`src/rtl/spi_mlf_pkg.sv`:
```
// Shared types and helpers for the MLF SPI blocks.
// Mode decoding, FSM state encoding and width constants.
package spi_mlf_pkg;

    localparam int SYNC_DEPTH = 2;
    localparam int BYTE_W     = 8;

    typedef enum logic {
        ST_IDLE,
        ST_ACTIVE
    } state_t;

    function automatic logic spi_cpol(input logic [1:0] mode);
        return mode[1];
    endfunction

    function automatic logic spi_cpha(input logic [1:0] mode);
        return mode[0];
    endfunction

endpackage

```
`src/rtl/spi_mlf_sync_edge.sv`:
```
// Multi-flop synchronizer with a history flop for edge detection.
// RST_VAL sets the idle level so reset never produces a false edge.
import spi_mlf_pkg::*;

module spi_mlf_sync_edge #(
    parameter logic RST_VAL = 1'b0
) (
    input  logic clk,
    input  logic rst_n,
    input  logic din,
    output logic rise,
    output logic fall
);

    logic [SYNC_DEPTH-1:0] pipe;
    logic                  hist;
    logic                  level;

    always_ff @(posedge clk) begin
        if (!rst_n) begin
            pipe <= {SYNC_DEPTH{RST_VAL}};
            hist <= RST_VAL;
        end else begin
            pipe <= {pipe[SYNC_DEPTH-2:0], din};
            hist <= pipe[SYNC_DEPTH-1];
        end
    end

    assign level = pipe[SYNC_DEPTH-1];
    assign rise  = level & ~hist;
    assign fall  = ~level & hist;

endmodule

```
`src/rtl/spi_slave_mlf.sv`:
```
// SPI peripheral endpoint with byte-wide DV/Ready core handshake.
// Optional sticky status flags: define SPI_SLAVE_MLF_STATUS_EN.
import spi_mlf_pkg::*;

module spi_slave_mlf #(
    parameter logic [1:0]        SPI_MODE     = 2'd0,
    parameter logic [BYTE_W-1:0] IDLE_TX_BYTE = 8'h00
) (
    input  logic              i_clk,
    input  logic              i_rst_n,
    input  logic [BYTE_W-1:0] i_TX_Byte,
    input  logic              i_TX_DV,
    output logic              o_TX_Ready,
    output logic              o_RX_DV,
    output logic [BYTE_W-1:0] o_RX_Byte,
    input  logic              i_SPI_clk,
    input  logic              i_SPI_CS_n,
    input  logic              i_SPI_MOSI,
    output logic              o_SPI_MISO,
    output logic              o_SPI_MISO_OE
`ifdef SPI_SLAVE_MLF_STATUS_EN
    ,
    input  logic              i_Status_Clr,
    output logic              o_TX_Underrun,
    output logic              o_RX_Overrun
`endif
);

    localparam logic CPOL = spi_cpol(SPI_MODE);
    localparam logic CPHA = spi_cpha(SPI_MODE);

    logic clk_rise;
    logic clk_fall;
    logic cs_rise;
    logic cs_fall;

    logic [SYNC_DEPTH-1:0] mosi_pipe;
    logic                  mosi_sync;

    state_t              state;
    logic [2:0]          bit_cnt;
    logic [BYTE_W-2:0]   rx_shift;
    logic [BYTE_W-1:0]   tx_shift;
    logic [BYTE_W-1:0]   hold;
    logic [BYTE_W-1:0]   next_byte;

    logic lead_edge;
    logic trail_edge;
    logic sample_edge;
    logic shift_edge;
    logic in_frame;
    logic load;
    logic rx_done;

    spi_mlf_sync_edge #(
        .RST_VAL (CPOL)
    ) u_clk_sync (
        .clk   (i_clk),
        .rst_n (i_rst_n),
        .din   (i_SPI_clk),
        .rise  (clk_rise),
        .fall  (clk_fall)
    );

    spi_mlf_sync_edge #(
        .RST_VAL (1'b1)
    ) u_cs_sync (
        .clk   (i_clk),
        .rst_n (i_rst_n),
        .din   (i_SPI_CS_n),
        .rise  (cs_rise),
        .fall  (cs_fall)
    );

    always_ff @(posedge i_clk) begin
        if (!i_rst_n) begin
            mosi_pipe <= '0;
        end else begin
            mosi_pipe <= {mosi_pipe[SYNC_DEPTH-2:0], i_SPI_MOSI};
        end
    end

    assign mosi_sync = mosi_pipe[SYNC_DEPTH-1];

    // Leading edge leaves the idle polarity, trailing edge returns to it.
    assign lead_edge   = CPOL ? clk_fall : clk_rise;
    assign trail_edge  = CPOL ? clk_rise : clk_fall;
    assign sample_edge = CPHA ? trail_edge : lead_edge;
    assign shift_edge  = CPHA ? lead_edge  : trail_edge;

    assign in_frame  = (state == ST_ACTIVE) && !cs_rise;
    assign next_byte = o_TX_Ready ? IDLE_TX_BYTE : hold;

    // CPHA=0 primes MISO on CS fall; every byte boundary reloads after.
    assign load = ((state == ST_IDLE) && cs_fall && !CPHA)
                || (in_frame && shift_edge && (bit_cnt == 3'd0));

    assign rx_done = in_frame && sample_edge && (bit_cnt == 3'd7);

    always_ff @(posedge i_clk) begin
        if (!i_rst_n) begin
            state         <= ST_IDLE;
            bit_cnt       <= 3'd0;
            rx_shift      <= '0;
            tx_shift      <= '0;
            hold          <= '0;
            o_TX_Ready    <= 1'b1;
            o_RX_DV       <= 1'b0;
            o_RX_Byte     <= '0;
            o_SPI_MISO_OE <= 1'b0;
        end else begin
            o_RX_DV <= 1'b0;

            // A strobe coinciding with an empty-load still lands in hold.
            if (i_TX_DV && o_TX_Ready) begin
                hold       <= i_TX_Byte;
                o_TX_Ready <= 1'b0;
            end else if (load) begin
                o_TX_Ready <= 1'b1;
            end

            unique case (state)
                ST_IDLE: begin
                    if (cs_fall) begin
                        state         <= ST_ACTIVE;
                        bit_cnt       <= 3'd0;
                        o_SPI_MISO_OE <= 1'b1;
                    end
                end
                ST_ACTIVE: begin
                    if (cs_rise) begin
                        state         <= ST_IDLE;
                        bit_cnt       <= 3'd0;
                        rx_shift      <= '0;
                        tx_shift      <= '0;
                        o_SPI_MISO_OE <= 1'b0;
                    end else begin
                        if (sample_edge) begin
                            rx_shift <= {rx_shift[BYTE_W-3:0], mosi_sync};
                            bit_cnt  <= bit_cnt + 3'd1;
                        end
                        if (shift_edge && (bit_cnt != 3'd0)) begin
                            tx_shift <= {tx_shift[BYTE_W-2:0], 1'b0};
                        end
                    end
                end
            endcase

            if (rx_done) begin
                o_RX_Byte <= {rx_shift, mosi_sync};
                o_RX_DV   <= 1'b1;
            end

            if (load) begin
                tx_shift <= next_byte;
            end
        end
    end

    assign o_SPI_MISO = tx_shift[BYTE_W-1];

`ifdef SPI_SLAVE_MLF_STATUS_EN
    logic dv_recent;

    always_ff @(posedge i_clk) begin
        if (!i_rst_n) begin
            o_TX_Underrun <= 1'b0;
            o_RX_Overrun  <= 1'b0;
            dv_recent     <= 1'b0;
        end else begin
            dv_recent <= o_RX_DV;
            if (i_Status_Clr) begin
                o_TX_Underrun <= 1'b0;
                o_RX_Overrun  <= 1'b0;
            end
            if (load && o_TX_Ready) begin
                o_TX_Underrun <= 1'b1;
            end
            // Consumer had under two cycles to take the previous byte.
            if (rx_done && (o_RX_DV || dv_recent)) begin
                o_RX_Overrun <= 1'b1;
            end
        end
    end
`endif

endmodule

```
`config.mk`:
```
export PLATFORM = sky130hd
export DESIGN_NAME = spi_slave_mlf
export DESIGN_NICKNAME = d
export VERILOG_FILES = /design/src/rtl/spi_mlf_pkg.sv /design/src/rtl/spi_mlf_sync_edge.sv /design/src/rtl/spi_slave_mlf.sv
export SDC_FILE = /design/constraint.sdc
export NUM_CORES = 1
export LEC_CHECK = 0
export BUFFER_PORTS_ARGS = -buffer_cell sky130_fd_sc_hd__buf_2
export CAP_MARGIN = 25
export CORE_MARGIN = 3
export CORE_UTILIZATION = 56
export DETAILED_ROUTE_END_ITERATION = 16
export PLACE_DENSITY = 0.88
export SETUP_SLACK_MARGIN = 0.1
export SKIP_CTS_REPAIR_TIMING = 1
export SYNTH_ARGS = -nofsm -noshare
export SYNTH_HDL_FRONTEND = slang
export SYNTH_HIERARCHICAL = 1
export SYNTH_SLANG_ARGS = --single-unit
```
`constraint.sdc`:
```
create_clock -name i_clk -period 2 [get_ports i_clk]
set_input_delay 0.2 -clock i_clk [delete_from_list [all_inputs] [get_ports i_clk]]
set_output_delay 0.2 -clock i_clk [all_outputs]
set_load 0.01 [all_outputs]
```
* Word-level counts from Yosys, hierarchy flattened
Cells that the tools add are included. W data, S select, Z words.
Word-level totals: output and inout bits 12, word-level logic and storage cells 68, bits in registers 46, bits of input ports 14
Operators by class: eq/ne operators 4, bitwise operators 9, multiplexer cells 20, $add $sub $neg 1, reduce and logical (&&, ||, !) cells 20
Operators with widths (number):
- $mux W8 | 5
- $mux W7 | 2
- $mux W3 | 3
- $logic_and A1 B1 Y1 | 8
- $reduce_and A2 Y1 | 4
- $mux W1 | 7
- $pmux W3 S2 | 1
- $reduce_bool A2 Y1 | 3
- $reduce_bool A3 Y1 | 2
- $not A1 Y1 | 5
- $and A1 B1 Y1 | 4
- $ne A2 B2 Y1 const B | 2
- $pmux W1 S2 | 2
- $add A3 B1 Y3 const B | 1
- $eq A3 B3 Y1 const B | 1
- $logic_not A3 Y1 | 1
- $ne A3 B2 Y1 const B | 1
- $logic_not A1 Y1 | 1
- $logic_or A1 B1 Y1 | 1

* Longest topological paths before layout
Gate-level depths: netlist of run 1.
word-level depth 9, mapped depth 6, mapped depth without buffers 5

* Modules after synthesis
The synthesis of run 1 kept the hierarchy.
By module, submodules not included:
- spi_slave_mlf | sequential area each 800.8 µm², cells each 210, times used 1, area an instance 1821.7 µm²
- spi_mlf_sync_edge | sequential area each 60.1 µm², cells each 8, times used 2, area an instance 91.3 µm²

* Worst setup path before layout of run 1
Ideal clock, no wire load.
path kind register -> register, start register u_cs_sync.pipe[1], end register tx_shift[7], library setup time 0.138 ns, period minus slack after synthesis 1.396 ns, data required time 1.862 ns, buffers on the path 1, data arrival time 1.258 ns, stages on the path, launching flop included 6, slack 0.604 ns, path through dfxtp_1 -> nor2b_1 -> buf_2 -> and3b_1 -> a211oi_1 -> o22ai_1
Between the ends: cells in the longest elaborated chain, start to end 8, elaborated cells between the ends (all ways) 15, classes of those cells 3 x mux; 3 x bitwise; 9 x reduce/logical
Ends and longest elaborated chain:
- start, declared | RTL line spi_mlf_sync_edge.sv:15 | logic [SYNC_DEPTH-1:0] pipe;
- start signal, assigned | RTL line spi_mlf_sync_edge.sv:21 | pipe <= {SYNC_DEPTH{RST_VAL}};
- start signal, assigned | RTL line spi_mlf_sync_edge.sv:24 | pipe <= {pipe[SYNC_DEPTH-2:0], din};
- $and A1 B1 Y1 * | RTL line spi_mlf_sync_edge.sv:30 | assign rise = level & ~hist;
- net cs_rise | RTL line spi_slave_mlf.sv:34 | logic cs_rise;
- $logic_not A1 Y1 | RTL line spi_slave_mlf.sv:91 | assign in_frame = (state == ST_ACTIVE) && !cs_rise;
- $logic_and A1 B1 Y1 | RTL line spi_slave_mlf.sv:91
- $logic_and A1 B1 Y1 (2 in series) | RTL line spi_slave_mlf.sv:96 | || (in_frame && shift_edge && (bit_cnt == 3'd0));
- $logic_or A1 B1 Y1 | RTL line spi_slave_mlf.sv:96
- $reduce_bool A3 Y1 (no line) / $reduce_bool A2 Y1 (equally long branches)
- $reduce_and A2 Y1 (no line)
- end signal, assigned | RTL line spi_slave_mlf.sv:143 | tx_shift <= {tx_shift[BYTE_W-2:0], 1'b0};
- end signal, assigned | RTL line spi_slave_mlf.sv:155 | tx_shift <= next_byte;
- end, declared | RTL line spi_slave_mlf.sv:43 | logic [BYTE_W-1:0] tx_shift;
Mark *: on every way through the listed nets, which the timed path passes. The rest lies on a longest branch. The select of a mux whose other input is x is not followed. A chain may end at the register's enable or synchronous reset.

* Worst setup path after layout of run 1
start register bit_cnt[0], end register tx_shift[7]
Between the ends: cells in the longest elaborated chain, start to end 5, elaborated cells between the ends (all ways) 9, classes of those cells 1 x mux; 8 x reduce/logical
Ends and longest elaborated chain:
- start, declared | RTL line spi_slave_mlf.sv:41 | logic [2:0] bit_cnt;
- start signal, assigned | RTL line spi_slave_mlf.sv:140 | bit_cnt <= bit_cnt + 3'd1;
- $logic_not A3 Y1 | RTL line spi_slave_mlf.sv:96
- $logic_and A1 B1 Y1 | RTL line spi_slave_mlf.sv:96
- $logic_or A1 B1 Y1 | RTL line spi_slave_mlf.sv:96
- $reduce_bool A3 Y1 (no line) / $reduce_bool A2 Y1 (equally long branches)
- $reduce_and A2 Y1 (no line)
Several ways; a longest one is shown, not always the timed one.

==> results.sh, run 1 <==
export IMPL_grt_pass1_wl_um=7090
export IMPL_slowest_delay_ns=0.44
export IMPL_dr_total_vias=1666
export IMPL_path_class="reg2reg"
export IMPL_wl_um=4180
export IMPL_drc=0
export IMPL_clk_pin_slew_ns=0.13
export IMPL_arrival_ns=1.85
export IMPL_drtPass1Iterations=4
export IMPL_synth_area_leader_cell="dfxtp_1"
export IMPL_via_per_inst=5.59
export IMPL_synth_seq_cells=46
export IMPL_htree_levels=2
export IMPL_post_route_min_period_ns=1.63
export IMPL_dieArea_sq_mm=0.00433
export IMPL_finClkSkew_ns=0.0105
export IMPL_peakVddDrop_mv=0.557
export IMPL_first_global_vias=1580
export IMPL_finalHoldViolCount=0
export IMPL_syn_nets=243
export IMPL_crit_buf_inv=1
export IMPL_cts_path_max_buffers=2
export IMPL_clk_latency_ns=0.36
export IMPL_fin_nets=268
export IMPL_n_antenna_cell=0
export IMPL_wl_per_cell_um=14.0
export IMPL_setup_viol=0
export IMPL_synth_warnings=6
export IMPL_critPathTopFamily="compound AO/OA/AOI/OAI gates"
export IMPL_cts_sinks=46
export IMPL_synth_cells=226
export IMPL_drt_iter0_drc=90
export IMPL_synth_area_top_cells="dfxtp_1 (46%), nand3_1 (5.5%), nand2_1 (5.2%)"
export IMPL_avgSynthCellArea_sq_um=8.87
export IMPL_synth_seq_area_share_pct=45.9
export IMPL_grt_ovfl_total=0
export IMPL_die_y_um=65.8
export IMPL_hpwl_um=2920
export IMPL_start_util_pct=59.1
export IMPL_die_x_um=65.8
export IMPL_finalSetupTns_ns=0
export IMPL_n_fill_cell=286
export IMPL_outcome="finished, final reports clean"
export IMPL_synthToLayoutAreaGrowth_pct=11.7
export IMPL_startpoint_type="flop"
export IMPL_cap_viol_max_count=0
export IMPL_cp_end_kind="flop"
export IMPL_antenna_found_initial=0
export IMPL_fin_crit_sh_pct=81.5
export IMPL_gp_congestion=0.825
export IMPL_rsz0062_at_grt="no"
export IMPL_ant_nets=0
export IMPL_synth_area_sq_mm=0.00200
export IMPL_ys_types=32
export IMPL_placed_cells=289
export IMPL_row_count=21
export IMPL_cp_slowest_cell="a41oi_2"
export IMPL_cts_root_buf="clkbuf_4"
export IMPL_min_path_type="in2reg"
export IMPL_cts_buffers=5
export IMPL_cts_tree="built"
export IMPL_slew_viol_final=0
export IMPL_fin_cells=298
export IMPL_io_pin_count=26
export IMPL_port_buffers=25
export IMPL_worstPathRequired_ns=2.23
export IMPL_cp_max_fo=8
export IMPL_path_cells="inv_1, ha_1, and3b_1, a41oi_2, o22ai_1"
export IMPL_p_leak_nw=0.913
export IMPL_yosysTopAreaCellShare_pct=45.9
export IMPL_powerDensity_mw_per_mm2=704
export IMPL_grt_max_degree=30
export IMPL_worstMarginPinSlew_ns=0.693
export IMPL_grt_usage_pct=21.5
export IMPL_slew_headroom_pct=53.6
export IMPL_drive_gt1_share_pct=19.4
export IMPL_fp_coreArea_sq_mm=0.00339
export IMPL_max_freq_mhz=614
==> layer usage <==
layer / up-vias / global-route usage, % / wire, um
li1: 852 / - / -
met1: 765 / 25.9 / 1840
met2: 44 / 36.2 / 2040
met3: 5 / 6.12 / 230
met4: 0 / 8.29 / 69
met5: - / 0 / 0
==> area by class of cell <==
| type | count | area, sq um | area share, % |
|---|---|---|---|
| multi-input combinational | 159 | 983 | 43.9 |
| sequential | 46 | 921 | 41.1 |
| clock inverter | 2 | 13.8 | 0.615 |
| inverter | 6 | 22.5 | 1.01 |
| clock buffer | 6 | 41.3 | 1.84 |
| tap | 46 | 57.6 | 2.57 |
| timing repair buffer | 33 | 200 | 8.94 |
==> synth_stat cells <==
library cell	n
dfxtp_1	46
nand2_1	28
nand3_1	22
a21oi_1	19
nor2_1	13
and3b_1	9
a211oi_1	8
buf_2	8
a22oi_1	7
o22ai_1	7
or3_1	7
or4b_4	7
inv_1	6
nor2b_1	6
and2_1	5
clkbuf_1	4
ha_1	3
nand2b_1	3
o21ai_0	3
nor3_1	2
o21ai_1	2
a41oi_2	1
and4b_1	1
and4bb_2	1
buf_1	1
buf_4	1
buf_6	1
nand3b_1	1
nand4b_1	1
nor3b_1	1
nor3b_4	1
o211ai_1	1
==> flip-flops by register name (all words and copies together), names as in the netlist <==
| register | cells |
|---|---|
| u_cs_sync/pipe | 2 |
| u_clk_sync/pipe | 2 |
| o_TX_Ready | 1 |
| mosi_pipe | 2 |
| o_RX_Byte | 8 |
| tx_shift | 8 |
| hold | 8 |
| u_cs_sync/hist | 1 |
| bit_cnt | 3 |
| rx_shift | 7 |
| o_SPI_MISO_OE | 1 |
| o_RX_DV | 1 |
| state | 1 |
| u_clk_sync/hist | 1 |
==> stage by stage <==
step / area (sq um) / hold slack (ns) / total power, W / util (%) / setup WS (ns)
CTS: 2230 / -0.00363 / 0.00159 / 65.8 / 0.396
global route: 2240 / 0.0217 / 0.00166 / 66.1 / 0.261
finish: 2240 / 0.0381 / 0.00158 / 66.1 / 0.370
floorplan: 2000 / 0.273 / 0.00111 / - / 0.604
detailed placement: 2170 / 0.386 / 0.00117 / 64.2 / 0.423
global placement: 2170 / 0.383 / 0.00116 / 64.2 / 0.498
==> power breakdown <==
group | internal [W] | switching [W]
Sequential | 0.000949 | 0.0000205
Clock | 0.000138 | 0.000288
Combinational | 0.0000805 | 0.0000998
==> placed cells by master, fill, tap and decap left out, types with 2 or more instances in the layout <==
| cell type | n |
|---|---|
| o21ai_1 | 2 |
| a211oi_1 | 8 |
| nand2b_1 | 3 |
| nor2b_1 | 6 |
| a21oi_1 | 19 |
| nand3_1 | 22 |
| and2_1 | 5 |
| ha_1 | 3 |
| buf_2 | 25 |
| clkbuf_4 | 5 |
| o22ai_1 | 7 |
| or3_1 | 7 |
| and3b_1 | 9 |
| a22oi_1 | 7 |
| buf_4 | 6 |
| dfxtp_1 | 46 |
| nand2_1 | 28 |
| nor2_1 | 13 |
| inv_1 | 6 |
| nor3_1 | 2 |
| o21ai_0 | 3 |
| or4b_4 | 7 |
==> kinds of logic (layout without fill, tap and decap cells) <==
family | after synthesis | after routing | share of synthesized area [%]
and+or+nand+nor | 108 | 108 | 32.2
AOI/OAI and AO/OA | 48 | 48 | 15.0
DFF | 46 | 46 | 45.9
adders and majority gates | 3 | 3 | 1.87
buffers and inverters | 21 | 47 | 4.99
==> path summary, 6_finish.rpt <==
path,start,end,slack [ns],depth (start not counted)
setup reg to reg,bit_cnt[0]$_SDFFE_PN0P_,tx_shift[7]$_SDFFE_PN0P_,0.37,5
setup / recovery,bit_cnt[0]$_SDFFE_PN0P_,tx_shift[7]$_SDFFE_PN0P_,0.37,5
hold / removal,i_SPI_clk,u_clk_sync/pipe[0]$_SDFF_PN0_,0.04,2
hold reg to reg,u_cs_sync/pipe[0]$_SDFF_PN1_,u_cs_sync/pipe[1]$_SDFF_PN1_,0.44,1
Note: power is estimated with default switching activity, not from simulation.
==> run 2, diff against run 1 <==
==> constraint.sdc (replaced) <==
create_clock -name i_clk -period 1.5 [get_ports i_clk]
set_input_delay 0.15 -clock i_clk [delete_from_list [all_inputs] [get_ports i_clk]]
set_output_delay 0.15 -clock i_clk [all_outputs]
set_load 0.01 [all_outputs]
==> run 2 against run 1 <==
Clock-buffer cell count decreased by 1. Via count up 12%. Core utilization up 10 points. Global-route usage down 0.37 points. Wire length increased by 21%. Critical path type unchanged. Highest routed layer unchanged.
==> results.sh, run 2 (synthesized netlist as in run 1, its figures left out) <==
export IMPL_dieArea_sq_mm=0.00433
export IMPL_peakVddDrop_mv=0.759
export IMPL_worstPathRequired_ns=1.77
export IMPL_cp_max_fo=12
export IMPL_outcome="finished, final reports clean"
export IMPL_finClkSkew_ns=0.0192
export IMPL_die_y_um=65.8
export IMPL_dr_total_vias=1863
export IMPL_p_seq_share_pct=53.8
export IMPL_wl_per_cell_um=16.1
export IMPL_htree_levels=2
export IMPL_grt_max_degree=33
export IMPL_layout_common_cells="dfxtp_1 (41), nand2_1 (26), buf_2 (26)"
export IMPL_drc=0
export IMPL_fin_nets=284
export IMPL_setup_viol=0
export IMPL_start_util_pct=59.1
export IMPL_post_place_ws_ns=0.0470
export IMPL_slew_viol_final=0
export IMPL_switching_share_pct=26.5
export IMPL_synthToLayoutAreaGrowth_pct=29.5
export IMPL_max_freq_mhz=684
export IMPL_reg_largest_list="hold x8, o_RX_Byte x8, tx_shift x8"
export IMPL_placed_cells=295
export IMPL_intPower_w=0.00177
export IMPL_crit_buf_inv=1
export IMPL_cap_viol_max_count=0
export IMPL_cts_path_max_buffers=2
export IMPL_port_buffers=25
export IMPL_p_leak_nw=1.03
export IMPL_clk_pin_slew_ns=0.14
export IMPL_rsz0062_at_grt="yes"
export IMPL_fin_cells=314
export IMPL_gp_congestion=0.828
export IMPL_final_common_cell="dfxtp_1"
export IMPL_n_antenna_cell=0
export IMPL_die_x_um=65.8
export IMPL_via_per_inst=5.93
export IMPL_post_route_min_period_ns=1.46
export IMPL_p_comb_share_pct=13.0
export IMPL_cts_root_buf="clkbuf_4"
export IMPL_powerDensity_mw_per_mm2=930
export IMPL_power_switching_w=0.000639
export IMPL_cts_buffers=5
export IMPL_finalHoldViolCount=0
export IMPL_grt_ovfl_total=0
export IMPL_drt_iter0_drc=185
export IMPL_io_pin_count=26
export IMPL_drive_gt1_share_pct=36.6
export IMPL_multi_input_area_sq_mm=0.00114
export IMPL_cp_end_kind="flop"
export IMPL_grt_usage_pct=21.2
export IMPL_grt_pass1_wl_um=6970
export IMPL_cp_slowest_cell="or4b_4"
export IMPL_clockPowerShare_pct=33.2
export IMPL_ant_nets=0
export IMPL_n_fill_cell=211
export IMPL_drtPass1Iterations=4
export IMPL_path_class="reg2reg"
export IMPL_cts_sinks=46
export IMPL_finalWorstSetupSlack_ns=0.0381
export IMPL_cts_tree="built"
export IMPL_critPathTopFamily="simple AND/OR/NAND/NOR gates"
export IMPL_first_global_vias=1547
export IMPL_arrival_ns=1.73
export IMPL_row_count=21
export IMPL_placed_area_sq_mm=0.00223
export IMPL_seqCellArea_sq_um=927
export IMPL_clk_latency_ns=0.38
export IMPL_wl_um=5050
export IMPL_path_cells="nor2b_4, buf_12, or4b_4, nand3_1, o22ai_1"
export IMPL_min_path_type="in2reg"
export IMPL_worstMarginPinSlew_ns=0.471
export IMPL_fin_crit_sh_pct=97.5
export IMPL_startpoint_type="flop"
export IMPL_slowest_delay_ns=0.51
export IMPL_hpwl_um=2690
export IMPL_antenna_found_initial=0
export IMPL_slew_headroom_pct=68.5
export IMPL_stdcell_area_sq_mm=0.00259
export IMPL_fp_coreArea_sq_mm=0.00339
export IMPL_finalSetupTns_ns=0
## run 2: path summary, 6_finish.rpt
path,start,end,slack (ns),depth (start not counted)
worst max-delay path,u_cs_sync/pipe[1]$_SDFF_PN1_,tx_shift[2]$_SDFFE_PN0P_,0.04,5
worst min-delay path,i_TX_Byte[1],hold[1]$_SDFFE_PN0P_,0.005,3
worst max register to register,u_cs_sync/pipe[1]$_SDFF_PN1_,tx_shift[2]$_SDFFE_PN0P_,0.04,5
worst min register to register,u_cs_sync/pipe[0]$_SDFF_PN1_,u_cs_sync/pipe[1]$_SDFF_PN1_,0.43,1
## run 2: power groups by stage
stage | Sequential [W] | Clock, W | Combinational, W
6_report | 0.00130 | 0.000801 | 0.000313
4_1_cts | 0.00129 | 0.000807 | 0.000250
5_1_grt | 0.00130 | 0.000865 | 0.000342
3_3_place_gp | 0.00132 | 0 | 0.000240
2_1_floorplan | 0.00131 | 0 | 0.000169
3_5_place_dp | 0.00132 | 0 | 0.000248
## run 2: routing by layer
layer  global-route usage, %  share of wire [%]
met2                    32.2                 48
met4                    10.1                2.5
met3                    5.78                6.0
met1                    27.7                 43
met5                       0                  0
## run 2: cell type report
cell class | count | area share [%]
clock buffer | 5 | 1.45
timing repair buffer | 48 | 13.8
sequential | 46 | 35.7
clock inverter | 3 | 1.88
tap | 46 | 2.22
inverter | 6 | 0.868
multi-input combinational | 160 | 44.0
## run 2: tightest hold or removal path, delay by kind of cell
kind	cells	cell delay [ns]
AND/OR/NAND/NOR	1	0.05
AO/OA/AOI/OAI	1	0.05
buffers and inverters	1	0.09
## run 2: metrics by stage
| stage | total power (W) | utilization (%) | hold slack, ns |
|---|---|---|---|
| after CTS | 0.00235 | 68.4 | -0.0512 |
| after global placement | 0.00156 | 65.9 | 0.335 |
| after global routing | 0.00251 | 76.6 | 0.00648 |
| final | 0.00241 | 76.6 | 0.00474 |
| after detailed placement | 0.00157 | 65.9 | 0.346 |
| after floorplan | 0.00148 | - | 0.223 |
==> run 3, diff against run 2 <==
--- a/config.mk
+++ b/config.mk
@@ -10,7 +10,7 @@
 export CORE_MARGIN = 3
 export CORE_UTILIZATION = 56
 export DETAILED_ROUTE_END_ITERATION = 16
-export PLACE_DENSITY = 0.88
+export PLACE_DENSITY = 0.78
 export SETUP_SLACK_MARGIN = 0.1
 export SKIP_CTS_REPAIR_TIMING = 1
 export SYNTH_ARGS = -nofsm -noshare
==> run 3 against run 2 <==
Maximum frequency rose by 2.4%. Clock-buffer cell count rose by 1. Clock skew fell by 0.0089 ns. Wire length fell by 6.9%. Hold slack improved by 0.018 ns. Global-route usage fell by 1.2 points. Critical path depth did not move.
==> results.sh, run 3 (synthesized netlist as in run 1, its figures left out) <==
export IMPL_outcome="finished, final reports clean"
export IMPL_cts_sinks=46
export IMPL_gp_congestion=0.788
export IMPL_startpoint_type="flop"
export IMPL_cts_root_buf="clkbuf_4"
export IMPL_top_layer="met4"
export IMPL_clockPowerShare_pct=31.6
export IMPL_hpwl_um=2760
export IMPL_fp_coreArea_sq_mm=0.00339
export IMPL_cp_slowest_cell="or4b_4"
export IMPL_drc=0
export IMPL_row_count=21
export IMPL_whs_ns=0.0229
export IMPL_intPower_w=0.00177
export IMPL_first_global_vias=1437
export IMPL_grt_max_degree=33
export IMPL_path_class="reg2reg"
export IMPL_die_x_um=65.8
export IMPL_drtPass1Iterations=5
export IMPL_wl_um=4700
export IMPL_path_cells="nor2b_4, buf_6, or4b_4, nand3_2, o22ai_1"
export IMPL_setup_viol=0
export IMPL_post_route_min_period_ns=1.43
export IMPL_powerDensity_mw_per_mm2=902
export IMPL_grt_usage_pct=20.0
export IMPL_max_freq_mhz=700
export IMPL_drive_gt1_share_pct=38.1
export IMPL_clk_latency_ns=0.37
export IMPL_cp_end_kind="flop"
export IMPL_worst_r2r_cell_count=5
export IMPL_start_util_pct=59.1
export IMPL_worstHoldPathCells=3
export IMPL_switching_share_pct=25.1
export IMPL_peakVddDrop_mv=0.686
export IMPL_worstPathRequired_ns=1.76
export IMPL_p_leak_nw=1.04
export IMPL_fin_nets=284
export IMPL_clk_pin_slew_ns=0.13
export IMPL_cts_path_max_buffers=2
export IMPL_wl_met3_um=258
export IMPL_cts_buffers=5
export IMPL_dieArea_sq_mm=0.00433
export IMPL_antenna_found_initial=0
export IMPL_die_y_um=65.8
export IMPL_cp_max_fo=8
export IMPL_dr_total_vias=1790
export IMPL_arrival_ns=1.69
export IMPL_wl_per_cell_um=15.0
export IMPL_reg_largest_list="hold x8, o_RX_Byte x8, tx_shift x8"
export IMPL_finalHoldViolCount=0
export IMPL_worstMarginPinSlew_ns=0.445
export IMPL_htree_levels=2
export IMPL_n_antenna_cell=0
export IMPL_slew_viol_final=0
export IMPL_drt_iter0_drc=105
export IMPL_grt_pass1_wl_um=6520
export IMPL_layout_common_cells="dfxtp_1 (42), nand2_1 (28), buf_2 (25)"
export IMPL_p_comb_share_pct=13.4
export IMPL_p_seq_share_pct=55.0
export IMPL_rsz0062_at_grt="yes"
export IMPL_ant_nets=0
export IMPL_power_switching_w=0.000593
export IMPL_cts_tree="built"
export IMPL_io_pin_count=26
export IMPL_port_buffers=25
export IMPL_slowest_delay_ns=0.53
export IMPL_cap_viol_max_count=0
export IMPL_finClkSkew_ns=0.0103
export IMPL_grt_ovfl_total=0
export IMPL_finalSetupTns_ns=0
export IMPL_met2_length_um=2210
export IMPL_fin_crit_sh_pct=95.2
export IMPL_n_fill_cell=218
export IMPL_wl_met1_um=2150
export IMPL_via_per_inst=5.70
export IMPL_stdcell_area_sq_mm=0.00262
export IMPL_placed_area_sq_mm=0.00225
export IMPL_synthToLayoutAreaGrowth_pct=30.6
export IMPL_slew_headroom_pct=70.3
export IMPL_final_common_cell="dfxtp_1"
export IMPL_min_path_type="in2reg"
## run 3: changes by cell type in the layout (fill, tap and decap cells not counted), moves of 3 or more
| cell | before | now |
|---|---|---|
| a211oi_1 | 3 | 0 |
| nand3_1 | 11 | 8 |
| a211oi_2 | 5 | 8 |
| a22oi_1 | 7 | 0 |
| a22oi_2 | 0 | 7 |
| a21oi_2 | 3 | 0 |
| a21oi_1 | 16 | 19 |
| nand3_2 | 11 | 14 |
## run 3: power groups by stage
stage,combinational (W),clock (W),sequential (W)
4_1_cts,0.000251,0.000757,0.00129
3_3_place_gp,0.000242,0,0.00132
3_5_place_dp,0.000249,0,0.00132
2_1_floorplan,0.000169,0,0.00131
6_report,0.000316,0.000745,0.00130
5_1_grt,0.000344,0.000798,0.00131
## run 3: final timing paths
path | from | endpoint | slack (ns)
setup / recovery | u_clk_sync/hist$_SDFF_PN0_ | tx_shift[1]$_SDFFE_PN0P_ | 0.07
hold reg to reg | u_cs_sync/pipe[0]$_SDFF_PN1_ | u_cs_sync/pipe[1]$_SDFF_PN1_ | 0.45
hold / removal | i_TX_Byte[2] | hold[2]$_SDFFE_PN0P_ | 0.02
setup reg to reg | u_clk_sync/hist$_SDFF_PN0_ | tx_shift[1]$_SDFFE_PN0P_ | 0.07
## run 3: area by class of cell
cell class	count	area, sq um	share of cell area (%)
timing repair buffer	49	370	14.1
tap	46	57.6	2.20
clock buffer	6	41.3	1.58
sequential	46	926	35.4
multi-input combinational	159	1160	44.4
clock inverter	2	37.5	1.43
inverter	6	22.5	0.860
## run 3: per-stage QoR
step	instances	setup WS, ns	power [W]	utilization (%)
6_report	314	0.0718	0.00236	77.2
5_1_grt	314	0.00739	0.00245	77.2
4_1_cts	305	0.0355	0.00230	68.6
3_5_place_dp	297	0.0685	0.00157	66.3
3_3_place_gp	297	0.0867	0.00156	66.3
2_1_floorplan	226	0.104	0.00148	-
## run 3: routing by layer
layer / vias up / global-route usage, %
met5: - / 0
met4: 0 / 9.33
met3: 10 / 6.29
met2: 54 / 29.4
met1: 841 / 26.5
li1: 885 / -
## run 3: worst max-delay path, delay by kind of cell (launching register included)
kind / cells / cell delay, ns
DFF: 1 / 0.35
AOI/OAI and AO/OA: 1 / 0.08
buffers and inverters: 1 / 0.13
and+or+nand+nor: 3 / 0.76
